--- config.mk ---
export PLATFORM = sky130hd
export DESIGN_NAME = riscv_multicycle_ctrl
export DESIGN_NICKNAME = d
export VERILOG_FILES = /design/src/rtl/riscv_multicycle_ctrl.sv
export SDC_FILE = /design/constraint.sdc
export NUM_CORES = 1
export LEC_CHECK = 0
export CAP_MARGIN = 10
export CELL_PAD_IN_SITES_DETAIL_PLACEMENT = 1
export CELL_PAD_IN_SITES_GLOBAL_PLACEMENT = 2
export CORE_UTILIZATION = 32
export CTS_BUF_LIST = sky130_fd_sc_hd__clkbuf_2 sky130_fd_sc_hd__clkbuf_4 sky130_fd_sc_hd__clkbuf_8
export DETAILED_ROUTE_END_ITERATION = 10
export PLACE_DENSITY_LB_ADDON = 0.15
export SYNTH_ARGS = -nofsm -noshare
export SYNTH_HDL_FRONTEND = slang
export SYNTH_SLANG_ARGS = --single-unit
--- constraint.sdc ---
create_clock -name i_clk -period 2.63 [get_ports i_clk]
set_clock_uncertainty 0.1 [all_clocks]
set_input_delay 0.526 -clock i_clk [delete_from_list [all_inputs] [get_ports i_clk]]
set_output_delay 0.526 -clock i_clk [all_outputs]
set_load 0.02 [all_outputs]
--- src/rtl/riscv_multicycle_ctrl.sv ---
// riscv_multicycle_ctrl: multi-cycle RV32I control FSM sequencing the shared datapath
module riscv_multicycle_ctrl #(
   parameter int CNT_W       = 32,
   parameter int MEM_TIMEOUT = 0
) (
   input  logic             i_clk,
   input  logic             i_rst_n,
   input  logic [6:0]       i_opcode,
   input  logic             i_br_cond,
   input  logic             i_mem_ready,
   output logic             o_mem_req,
   output logic             o_mem_we,
   output logic             o_iord,
   output logic             o_ir_write,
   output logic             o_pc_write,
   output logic [1:0]       o_pc_src,
   output logic             o_reg_write,
   output logic [1:0]       o_wb_sel,
   output logic [1:0]       o_alu_src_a,
   output logic [1:0]       o_alu_src_b,
   output logic [1:0]       o_alu_op,
   output logic             o_instr_done,
   output logic [CNT_W-1:0] o_instret,
   output logic             o_halted,
   output logic             o_illegal,
   output logic             o_bus_err
);
   localparam int WT = (MEM_TIMEOUT > 0) ? $clog2(MEM_TIMEOUT + 1) : 1;
   typedef enum logic [3:0] {
      S_FETCH, S_DECODE, S_EXEC_R, S_EXEC_I, S_ADDR, S_MEM_RD, S_MEM_WR,
      S_WB_ALU, S_WB_MEM, S_BRANCH, S_JAL, S_JALR, S_LUI, S_HALT
   } state_t;
   state_t          r_state, w_next;
   logic            r_run;
   logic [WT-1:0]   r_wait;
   logic [CNT_W-1:0] r_instret;
   logic            r_illegal, r_bus_err;
   logic            w_waiting, w_tmo, w_set_ill, w_set_bus;
   // r_run holds every output low until the first edge after reset release
   assign w_waiting = r_run && (r_state inside {S_FETCH, S_MEM_RD, S_MEM_WR}) && !i_mem_ready;
   assign w_tmo     = (MEM_TIMEOUT != 0) && w_waiting && (r_wait == WT'(MEM_TIMEOUT));
   assign o_instret = r_instret;
   assign o_illegal = r_illegal;
   assign o_bus_err = r_bus_err;
   // next-state and datapath control decode; all outputs default to idle
   always_comb begin
      w_next       = r_state;
      w_set_ill    = 1'b0;
      w_set_bus    = 1'b0;
      o_mem_req    = 1'b0;
      o_mem_we     = 1'b0;
      o_iord       = 1'b0;
      o_ir_write   = 1'b0;
      o_pc_write   = 1'b0;
      o_pc_src     = 2'b00;
      o_reg_write  = 1'b0;
      o_wb_sel     = 2'b00;
      o_alu_src_a  = 2'b00;
      o_alu_src_b  = 2'b00;
      o_alu_op     = 2'b00;
      o_instr_done = 1'b0;
      o_halted     = 1'b0;
      if (r_run) begin
         case (r_state)
            S_FETCH: begin
               o_mem_req   = 1'b1;
               o_alu_src_b = 2'b01;
               if (i_mem_ready) begin
                  o_ir_write = 1'b1;
                  o_pc_write = 1'b1;
                  w_next     = S_DECODE;
               end else if (w_tmo) begin
                  w_set_bus = 1'b1;
                  w_next    = S_HALT;
               end
            end
            S_DECODE: begin
               o_alu_src_a = 2'b11;
               o_alu_src_b = 2'b10;
               case (i_opcode)
                  7'b0110011: w_next = S_EXEC_R;
                  7'b0010011: w_next = S_EXEC_I;
                  7'b0000011: w_next = S_ADDR;
                  7'b0100011: w_next = S_ADDR;
                  7'b1100011: w_next = S_BRANCH;
                  7'b1101111: w_next = S_JAL;
                  7'b1100111: w_next = S_JALR;
                  7'b0110111: w_next = S_LUI;
                  7'b1110011: w_next = S_HALT;
                  default: begin
                     w_set_ill = 1'b1;
                     w_next    = S_HALT;
                  end
               endcase
            end
            S_EXEC_R: begin
               o_alu_src_a = 2'b01;
               o_alu_op    = 2'b10;
               w_next      = S_WB_ALU;
            end
            S_EXEC_I: begin
               o_alu_src_a = 2'b01;
               o_alu_src_b = 2'b10;
               o_alu_op    = 2'b10;
               w_next      = S_WB_ALU;
            end
            S_ADDR: begin
               o_alu_src_a = 2'b01;
               o_alu_src_b = 2'b10;
               w_next      = i_opcode[5] ? S_MEM_WR : S_MEM_RD;
            end
            S_MEM_RD: begin
               o_mem_req = 1'b1;
               o_iord    = 1'b1;
               if (i_mem_ready) w_next = S_WB_MEM;
               else if (w_tmo) begin
                  w_set_bus = 1'b1;
                  w_next    = S_HALT;
               end
            end
            S_MEM_WR: begin
               o_mem_req = 1'b1;
               o_mem_we  = 1'b1;
               o_iord    = 1'b1;
               if (i_mem_ready) begin
                  o_instr_done = 1'b1;
                  w_next       = S_FETCH;
               end else if (w_tmo) begin
                  w_set_bus = 1'b1;
                  w_next    = S_HALT;
               end
            end
            S_WB_ALU: begin
               o_reg_write  = 1'b1;
               o_instr_done = 1'b1;
               w_next       = S_FETCH;
            end
            S_WB_MEM: begin
               o_reg_write  = 1'b1;
               o_wb_sel     = 2'b01;
               o_instr_done = 1'b1;
               w_next       = S_FETCH;
            end
            S_BRANCH: begin
               o_alu_src_a  = 2'b01;
               o_alu_op     = 2'b01;
               o_pc_write   = i_br_cond;
               o_pc_src     = 2'b01;
               o_instr_done = 1'b1;
               w_next       = S_FETCH;
            end
            S_JAL: begin
               o_reg_write  = 1'b1;
               o_wb_sel     = 2'b10;
               o_pc_write   = 1'b1;
               o_pc_src     = 2'b01;
               o_instr_done = 1'b1;
               w_next       = S_FETCH;
            end
            S_JALR: begin
               o_alu_src_a  = 2'b01;
               o_alu_src_b  = 2'b10;
               o_reg_write  = 1'b1;
               o_wb_sel     = 2'b10;
               o_pc_write   = 1'b1;
               o_pc_src     = 2'b10;
               o_instr_done = 1'b1;
               w_next       = S_FETCH;
            end
            S_LUI: begin
               o_reg_write  = 1'b1;
               o_wb_sel     = 2'b11;
               o_instr_done = 1'b1;
               w_next       = S_FETCH;
            end
            S_HALT: o_halted = 1'b1;
            default: w_next = S_HALT;
         endcase
      end
   end
   // state register and run-enable
   always_ff @(posedge i_clk or negedge i_rst_n) begin
      if (!i_rst_n) begin
         r_state <= S_FETCH;
         r_run   <= 1'b0;
      end else begin
         r_state <= w_next;
         r_run   <= 1'b1;
      end
   end
   // memory wait counter: counts consecutive not-ready cycles of the current request
   always_ff @(posedge i_clk or negedge i_rst_n) begin
      if (!i_rst_n) r_wait <= '0;
      else          r_wait <= w_waiting ? r_wait + 1'b1 : '0;
   end
   // retired-instruction counter and sticky halt-cause flags
   always_ff @(posedge i_clk or negedge i_rst_n) begin
      if (!i_rst_n) begin
         r_instret <= '0;
         r_illegal <= 1'b0;
         r_bus_err <= 1'b0;
      end else begin
         if (o_instr_done) r_instret <= r_instret + 1'b1;
         if (w_set_ill)    r_illegal <= 1'b1;
         if (w_set_bus)    r_bus_err <= 1'b1;
      end
   end
endmodule
==> results.cfg, run 1 <==
[critical_path]
end_kind = output port
worstSetupPathType = reg -> out
critPathMaxFanout = 7
critPathRequiredTime_ps = 2000
critPathLaunchType = flop
arrival_ps = 1910

[timing]
tightest_slew_ps = 875.8
setup_viol = 0
hold_viol = 0
finalCritPeriodShare_pct = 96.51
tns_ps = 0
finalMaxSlewViolations = 0
post-route-min-period_ps = 2538
slew_headroom_pct = 41.61
max_freq_mhz = 394.0

[run_status]
outcome = finished clean

[final_layout]
post-route-util_pct = 47.99
final_cells = 415
antenna_cells = 0
nNetsFinal = 330
drive_gt1_share_pct = 15.67
area_growth_pct = 42.65

[placed_design]
place.gp.congestion = 0.7121
hpwl_um = 4670
dp.cells = 405
io_buffers = 61

[drt]
wl_per_cell_um = 15.73
route.detailed.drc = 0
first_iter_violations = 82
routed_wl_um = 6529
ant_nets = 0
vias = 2156
dr.pass1.iters = 4
vias_per_cell = 5.195

[power_and_ir_drop]
switching_share_pct = 38.83
internal-power_mw = 1.705
power_leakage_nw = 1.444
peakVddDrop_v = 0.0004129
power_mw = 2.787
p_comb_share_pct = 46.9
clkPwrFrac_pct = 21.6
power.density_mw_per_mm2 = 840.8
switchingPower_mw = 1.082
pwr-share-seq_pct = 31.5

[floorplanning]
fp.coreArea_mm2 = 0.006907
die_h_um = 87.21
ios = 63
die-area_mm2 = 0.007606
die_w_um = 87.21
rows = 30
initial_core_util_pct = 33.64

[synthesis]
ys_seq_area_share_pct = 40.93
syn_area_mm2 = 0.002323
netlist_instances = 247
ys_ff_latch = 38
synthDistinctLibCells = 53
synthArstFlopShare_pct = 100.0
ys_warn_count = 0
syn_avg_cell_area_um2 = 9.407
syn_nets = 259
synth_flop_cell = dfrtp_1
synth_edf_count = 0

[clocking]
root_buffer = clkbuf_8
cts_hold_buf = 0
cts_max_path_buffers = 2
cts_max_level = 2
cts_sinks = 38
clk_pin_slew_worst_paths_ps = 80
clock_latency_ps = 290
cts_tree = yes
cts_made_buffers = 5

[grt]
antenna_found_initial = 0
grt_max_degree = 39
grt_overflow = 0
grt_use_total_pct = 18.21
grt_pass1_vias = 2157
grt_pass1_wl_um = 10970

[worst_hold_path]
hold_path.class = in -> async

[job]
cap_violations = 0
## final timing paths
kind                          startpoint             to  slack (ps)  depth (start not counted)
max                           r_state[2]    o_reg_write          90                          5
min                              i_rst_n  o_instret[17]         250                          1
max reg2reg                   r_state[2]  o_instret[29]         490                          6
min reg2reg                o_instret[31]  o_instret[31]         370                          1
max in group asynchronous        i_rst_n     r_state[1]        1580                          1
min in group i_clk         o_instret[31]  o_instret[31]         370                          1
## worst max-delay path, stage by stage, from the launching register on
cell	delay [ps]
dfrtp_2	490
nor2b_4	230
a21oi_1	90
a2bb2oi_1	130
nor2_1	80
clkdlybuf4s50_1	600
## repair_timing
item | in CTS | in global routing
endpoints found under the setup margin | 16 | 13
buffers inserted | 0 | 2
resized for setup | 14 | 13
## layer usage
layer | up-vias | part of all wire [%] | GRT usage, %
met5 | - | 0 | 0
met4 | 0 | 0.75 | 4.024
met3 | 7 | 2.8 | 2.654
met2 | 39 | 46 | 28.63
met1 | 1074 | 51 | 26.51
li1 | 1036 | - | -
## cells in the mapped netlist (all sizes together) (6+ instances only)
master	instances	share of area, %
xor2	28	11
and4	8	3.0
dfrtp	38	41
nor2b	7	1.9
nand2	18	3.0
inv	7	1.1
nor3	13	2.8
nor4	9	2.4
nand3	12	2.6
buf	10	2.4
a21oi	7	1.5
nand4	6	1.6
nor2	17	2.7
clkbuf	6	1.0
## metrics by stage
stage	cell area (um^2)	setup WS [ps]	hold slack, ps
floorplan	2323	529.2	130.4
global placement	3098	-22.42	357.2
detailed placement	3098	-57.79	369.1
CTS	3252	3.894	278.1
global route	3314	-9.915	313.1
finish	3314	91.70	252.8
## logic make-up after synthesis
logic type	count (synthesis)	synth area share (%)
simple gates	110	26.60
flops	38	40.93
compound gates	37	13.25
xor+xnor	33	12.44
buf+inv	23	4.523
mux	3	1.400
other cells	2	0.3232
fa+ha+maj	1	0.5384
## state kept, by name, indices dropped and copies added (netlist names)
name	flops
r_state	4
r_run	1
o_instret	32
o_illegal	1
## final cells by class
cell class,count,area [um^2]
fill,823,3592
multi-input combinational,186,1297
sequential,38,957.2
timing repair buffer,80,775.7
tap,96,120.1
clock buffer,5,68.82
clock inverter,3,68.82
inverter,7,26.28
## cells in the final DEF, fill, tap and decap left out, types with 3 or more instances in the layout
master	netlist	routed
nand3_1	12	12
nor2_1	17	15
a2111oi_2	3	3
a21oi_1	7	7
nand4_1	6	6
nor4_1	9	9
nor2b_1	7	3
nand2_1	17	17
clkbuf_8	0	5
xor2_1	28	28
dfrtp_1	38	33
a2bb2oi_1	3	3
o21ai_0	5	4
clkdlybuf4s50_1	0	48
dlymetal6s2s_1	0	8
and4_1	8	8
nor4b_1	3	3
buf_4	3	18
dfrtp_2	0	5
nor3_1	13	13
and3_1	5	5
xnor2_1	5	5
dlygate4sd2_1	0	4
inv_1	6	6
## power groups by stage
stage | registers, mW | clock network [mW] | logic [mW]
detailed placement | 0.876 | 0 | 1.25
CTS | 0.878 | 0.609 | 1.25
global placement | 0.872 | 0 | 1.23
global route | 0.905 | 0.647 | 1.42
floorplan | 0.887 | 0 | 0.668
finish | 0.879 | 0.602 | 1.31
No activity file was read; power rests on OpenSTA's default activity.
==> inputs of run 2 (changes only) <==
--- a/config.mk
+++ b/config.mk
@@ -8,6 +8,7 @@
 export CAP_MARGIN = 10
 export CELL_PAD_IN_SITES_DETAIL_PLACEMENT = 1
 export CELL_PAD_IN_SITES_GLOBAL_PLACEMENT = 2
+export CORE_MARGIN = 4
 export CORE_UTILIZATION = 32
 export CTS_BUF_LIST = sky130_fd_sc_hd__clkbuf_2 sky130_fd_sc_hd__clkbuf_4 sky130_fd_sc_hd__clkbuf_8
 export DETAILED_ROUTE_END_ITERATION = 10
==> run 2 against run 1 <==
Effect of this change:
- worst setup slack gained 24 ps
- critical path depth shrank 1
- register-to-register slack gained 90 ps
- highest routed layer unchanged
- routed wire length grew 0.52%
- worst hold slack lost 3.8 ps
- clock power shrank 34%
- total power shrank 9.1%
- first-iteration DRC count shrank 28%
- die area grew 14%
- critical path type unchanged
- global-route usage shrank 2.6 points
==> results.cfg, run 2 (synthesis gave the netlist of run 1 again) <==
[run_status]
outcome = finished clean

[drt]
wl_per_cell_um = 15.93
vias = 2128
vias_per_cell = 5.165
first_iter_violations = 59
route.detailed.drc = 0
ant_nets = 0
dr.pass1.iters = 4
routed_wl_um = 6563

[critical_path]
worstSetupPathType = reg -> out
critPathLaunchType = flop
slowest_delay_ps = 600
crit_buf_inv = 2
critPathMaxFanout = 12
path_depth = 4
end_kind = output port
cp_cell_sequence = buf_4, nor2_2, and3_1, clkdlybuf4s50_1
arrival_ps = 1890
rrSetupSlack_ps = 580
rr_startpoint = r_state[3]
worst_path_max_delay_cell = clkdlybuf4s50_1
crit_family = buffers and inverters
critPathRequiredTime_ps = 2000
r2r-end = o_instret[27]
r2r_cells = 4

[final_layout]
final_common_cell = clkdlybuf4s50_1
nNetsFinal = 329
final_cell_mix = clkdlybuf4s50_1 (48), dfrtp_1 (33), xor2_1 (28)
post-route-util_pct = 46.56
regArea_um2 = 957.2
fillers = 811
largest_reg_flops = 32
multi_input_area_mm2 = 0.001285
drive_gt1_share_pct = 14.24
antenna_cells = 0
area_growth_pct = 38.40

[floorplanning]
initial_core_util_pct = 33.64
ios = 63
die_w_um = 93.21
rows = 30
die_h_um = 93.21
fp.coreArea_mm2 = 0.006907
die-area_mm2 = 0.008688

[clocking]
cts_max_path_buffers = 2
cts_made_buffers = 5
clk_pin_slew_worst_paths_ps = 70
cts_max_level = 2
clock_latency_ps = 290
cts_sinks = 38
cts_hold_buf = 0
root_buffer = clkbuf_8
cts_tree = yes

[grt]
grt_max_degree = 39
grt_pass1_wl_um = 11140
grt_overflow = 0
antenna_found_initial = 0
grt_use_total_pct = 15.62
grt_pass1_vias = 2168

[placed_design]
hpwl_um = 4777
place.gp.congestion = 0.7359
io_buffers = 61

[timing]
setup_viol = 0
max_freq_mhz = 397.6
tightest_slew_ps = 859.7
rsz0062_at_grt = no
post-route-min-period_ps = 2515
slew_headroom_pct = 42.68
finalMaxSlewViolations = 0
hold_viol = 0
finalCritPeriodShare_pct = 95.62

[job]
cap_violations = 0

[power_and_ir_drop]
power.density_mw_per_mm2 = 787.8
power_mw = 2.533
peakVddDrop_v = 0.0003434
power_leakage_nw = 1.362

[worst_hold_path]
hold_path.class = in -> async
run 2: stage by stage:
| stage | setup slack (ps) | instance area (um^2) | hold slack, ps | instances | TNS, ps |
|---|---|---|---|---|---|
| 4_1_cts | 6.914 | 3191 | 290.2 | 412 | 0 |
| 2_1_floorplan | 529.2 | 2323 | 130.4 | 247 | 0 |
| 3_5_place_dp | -47.84 | 3105 | 384.9 | 406 | -88.05 |
| 3_3_place_gp | -25.13 | 3105 | 356.2 | 406 | -25.13 |
| 5_1_grt | 1.963 | 3216 | 331.5 | 412 | 0 |
| 6_report | 115.2 | 3216 | 249.0 | 412 | 0 |
run 2: cell type report:
type                       count  share of cell area (%)
multi-input combinational    186                   39.96
sequential                    38                   29.77
timing repair buffer          79                   23.15
tap                           96                   3.735
clock buffer                   6                   2.568
inverter                       7                  0.8171
run 2: worst reg2reg max path, delay by kind of cell, from the launching register on:
family,cells,cell delay [ps]
xor gates and xnor gates,1,180
DFF,1,480
buffers and inverters,1,200
and+or+nand+nor,1,590
AOI/OAI and AO/OA,1,430
run 2: worst max-delay path by stage:
stage | endpoint | start | slack [ps]
after global routing | o_alu_src_a[0] | r_state[0] | 2
final | o_alu_src_b[0] | r_state[0] | 120
after detailed placement | o_pc_write | i_mem_ready | -50
after global placement | o_instr_done | i_mem_ready | -30
after floorplan | o_pc_write | r_state[0] | 530
after CTS | o_reg_write | r_state[2] | 7
run 2: power breakdown:
part | total [mW] | internal, mW | leakage [nW] | switching [mW]
clock | 0.400 | 0.202 | 0.0431 | 0.198
sequential | 0.877 | 0.691 | 0.434 | 0.186
combinational | 1.26 | 0.598 | 0.885 | 0.658
run 2: timing repair:
item / 4_1_cts / 5_1_grt
endpoints found under the setup margin: 15 / 10
endpoints found under the hold margin: 0 / 0
buffers inserted: 0 / 0
gates resized for setup: 14 / 10
run 2: routing by layer:
layer / vias up / GRT usage, % / share of wire [%]
met5: - / 0 / 0
met3: 4 / 3.620 / 3.9
met4: 0 / 2.686 / 0.61
met2: 48 / 23.52 / 46
li1: 1027 / - / -
met1: 1049 / 23.05 / 50
==> inputs of run 3 (changes only) <==
--- a/config.mk
+++ b/config.mk
@@ -9,10 +9,11 @@
 export CELL_PAD_IN_SITES_DETAIL_PLACEMENT = 1
 export CELL_PAD_IN_SITES_GLOBAL_PLACEMENT = 2
 export CORE_MARGIN = 4
-export CORE_UTILIZATION = 32
+export CORE_UTILIZATION = 30
 export CTS_BUF_LIST = sky130_fd_sc_hd__clkbuf_2 sky130_fd_sc_hd__clkbuf_4 sky130_fd_sc_hd__clkbuf_8
 export DETAILED_ROUTE_END_ITERATION = 10
 export PLACE_DENSITY_LB_ADDON = 0.15
+export SKIP_CTS_REPAIR_TIMING = 1
 export SYNTH_ARGS = -nofsm -noshare
 export SYNTH_HDL_FRONTEND = slang
 export SYNTH_SLANG_ARGS = --single-unit
==> constraint.sdc (replaced) <==
create_clock -name i_clk -period 2.45 [get_ports i_clk]
set_clock_uncertainty 0.1 [all_clocks]
set_input_delay 0.49 -clock i_clk [delete_from_list [all_inputs] [get_ports i_clk]]
set_output_delay 0.49 -clock i_clk [all_outputs]
set_load 0.02 [all_outputs]
==> run 3 against run 2 <==
Effect of this change:
- non-clock buffer count increased by 8
- critical path depth grew 1
- utilization decreased by 1.7 points
- register-to-register slack lost 170 ps
- routed wire length up 5.9%
- total power rose by 12%
- via count increased by 1.1%
- worst setup slack gained 80 ps
- first-iteration DRC count rose by 37%
- sequential share of layout area is 1.0 points lower
- global-route usage is 0.22 points higher
- combinational power rose by 16%
==> results.cfg, run 3 (synthesis gave the netlist of run 1 again) <==
[run_status]
outcome = finished clean

[floorplanning]
die_w_um = 96.01
rows = 31
die_h_um = 96.01
ios = 63
initial_core_util_pct = 31.36
die-area_mm2 = 0.009217
fp.coreArea_mm2 = 0.007408

[placed_design]
place.gp.congestion = 0.7476
postPlaceCellArea_mm2 = 0.003169
io_buffers = 61
dp_slack_ps = -179.9
hpwl_um = 5005

[timing]
finalCritPeriodShare_pct = 92.05
setup_slack_ps = 194.9
tightest_slew_ps = 884.0
hold_viol = 0
max_freq_mhz = 443.4
setup_viol = 0
tns_ps = 0
hold-worst-slack_ps = 215.6
finalMaxSlewViolations = 0
rsz0062_at_grt = no
slew_headroom_pct = 41.06
post-route-min-period_ps = 2255

[critical_path]
r2r-end = o_instret[31]
r2r_cells = 4
critPathRequiredTime_ps = 1860
worstSetupPathType = in -> out
end_kind = output port
worst_path_max_delay_cell = clkdlybuf4s50_1
rrSetupSlack_ps = 410
arrival_ps = 1670
critPathLaunchType = input port
rr_startpoint = r_run
cp_cell_sequence = clkdlybuf4s50_1, o21bai_1, a2bb2oi_1, nor2_1, dlymetal6s2s_1
critPathMaxFanout = 3
slowest_delay_ps = 460

[clocking]
cts_tree = yes
clock_latency_ps = 290
cts_max_path_buffers = 2
clk_pin_slew_worst_paths_ps = 80
cts_made_buffers = 5
cts_max_level = 2
root_buffer = clkbuf_8
cts_sinks = 38

[final_layout]
nNetsFinal = 337
largest_reg_flops = 32
drive_gt1_share_pct = 15.64
final_cell_mix = clkdlybuf4s50_1 (42), dfrtp_1 (35), xor2_1 (28)
stdcell_area_mm2 = 0.003323
area_growth_pct = 43.03
final_common_cell = clkdlybuf4s50_1
antenna_cells = 0

[drt]
wl_per_cell_um = 16.35
ant_nets = 0
vias_per_cell = 5.061
first_iter_violations = 81
dr.pass1.iters = 4
routed_wl_um = 6948
vias = 2151
route.detailed.drc = 0

[power_and_ir_drop]
power.density_mw_per_mm2 = 852.7
power_mw = 2.834
power_leakage_nw = 1.608
peakVddDrop_v = 0.0006107

[worst_hold_path]
hold_path.class = in -> async

[grt]
grt_pass1_wl_um = 11550
grt_overflow = 0
antenna_found_initial = 0
grt_use_total_pct = 15.84
grt_pass1_vias = 2301
grt_max_degree = 39

[job]
cap_violations = 0
-- run 3: changes by cell type in the layout (fill, tap and decap cells not counted), moves of 6 or more --
cell / delta
dlymetal6s2s_1: +13
clkdlybuf4s50_1: -6
dlygate4sd2_1: -7
buf_4: +8
-- run 3: worst max-delay path: cells and delay by family --
kind	cells	cell delay (ps)
AND/OR/NAND/NOR	1	80
buffers and inverters	2	670
AO/OA/AOI/OAI	2	430
-- run 3: cell type report --
type                            instances  area, um^2
Clock buffer                            7       90.09
Clock inverter                          1       5.005
Fill cell                             859        4085
Inverter                                7       26.28
Multi-Input combinational cell        186        1277
Sequential cell                        38       954.7
Tap cell                               99       123.9
Timing Repair Buffer                   87       845.8
-- run 3: how the worst max path moves through the flow --
stage,from,to,slack (ps)
3_5_place_dp,i_mem_ready,o_instr_done,-180
5_1_grt,i_mem_ready,o_instr_done,50
2_1_floorplan,r_state[0],o_pc_write,390
4_1_cts,r_state[2],o_pc_write,-210
3_3_place_gp,i_mem_ready,o_instr_done,-120
6_report,i_mem_ready,o_instr_done,190
-- run 3: routing by layer --
layer | track usage [%] | vias to the layer above | part of all wire [%]
li1 | - | 1045 | -
met1 | 22.59 | 1061 | 49
met2 | 25.07 | 40 | 47
met3 | 3.206 | 5 | 3.4
met4 | 2.607 | 0 | 0.52
met5 | 0 | - | 0
-- run 3: report_power, final --
group          total (mW)  internal [mW]  switching, mW  leakage [nW]
Combinational        1.46          0.706          0.753          1.12
Sequential          0.905          0.739          0.166         0.436
Clock               0.470          0.239          0.231        0.0517
-- run 3: per-stage QoR --
| step | util, % | std cells |
|---|---|---|
| global placement | 42.78 | 417 |
| detailed placement | 42.78 | 417 |
| global route | 44.86 | 425 |
| floorplan | - | 247 |
| finish | 44.86 | 425 |
| CTS | 44.06 | 425 |
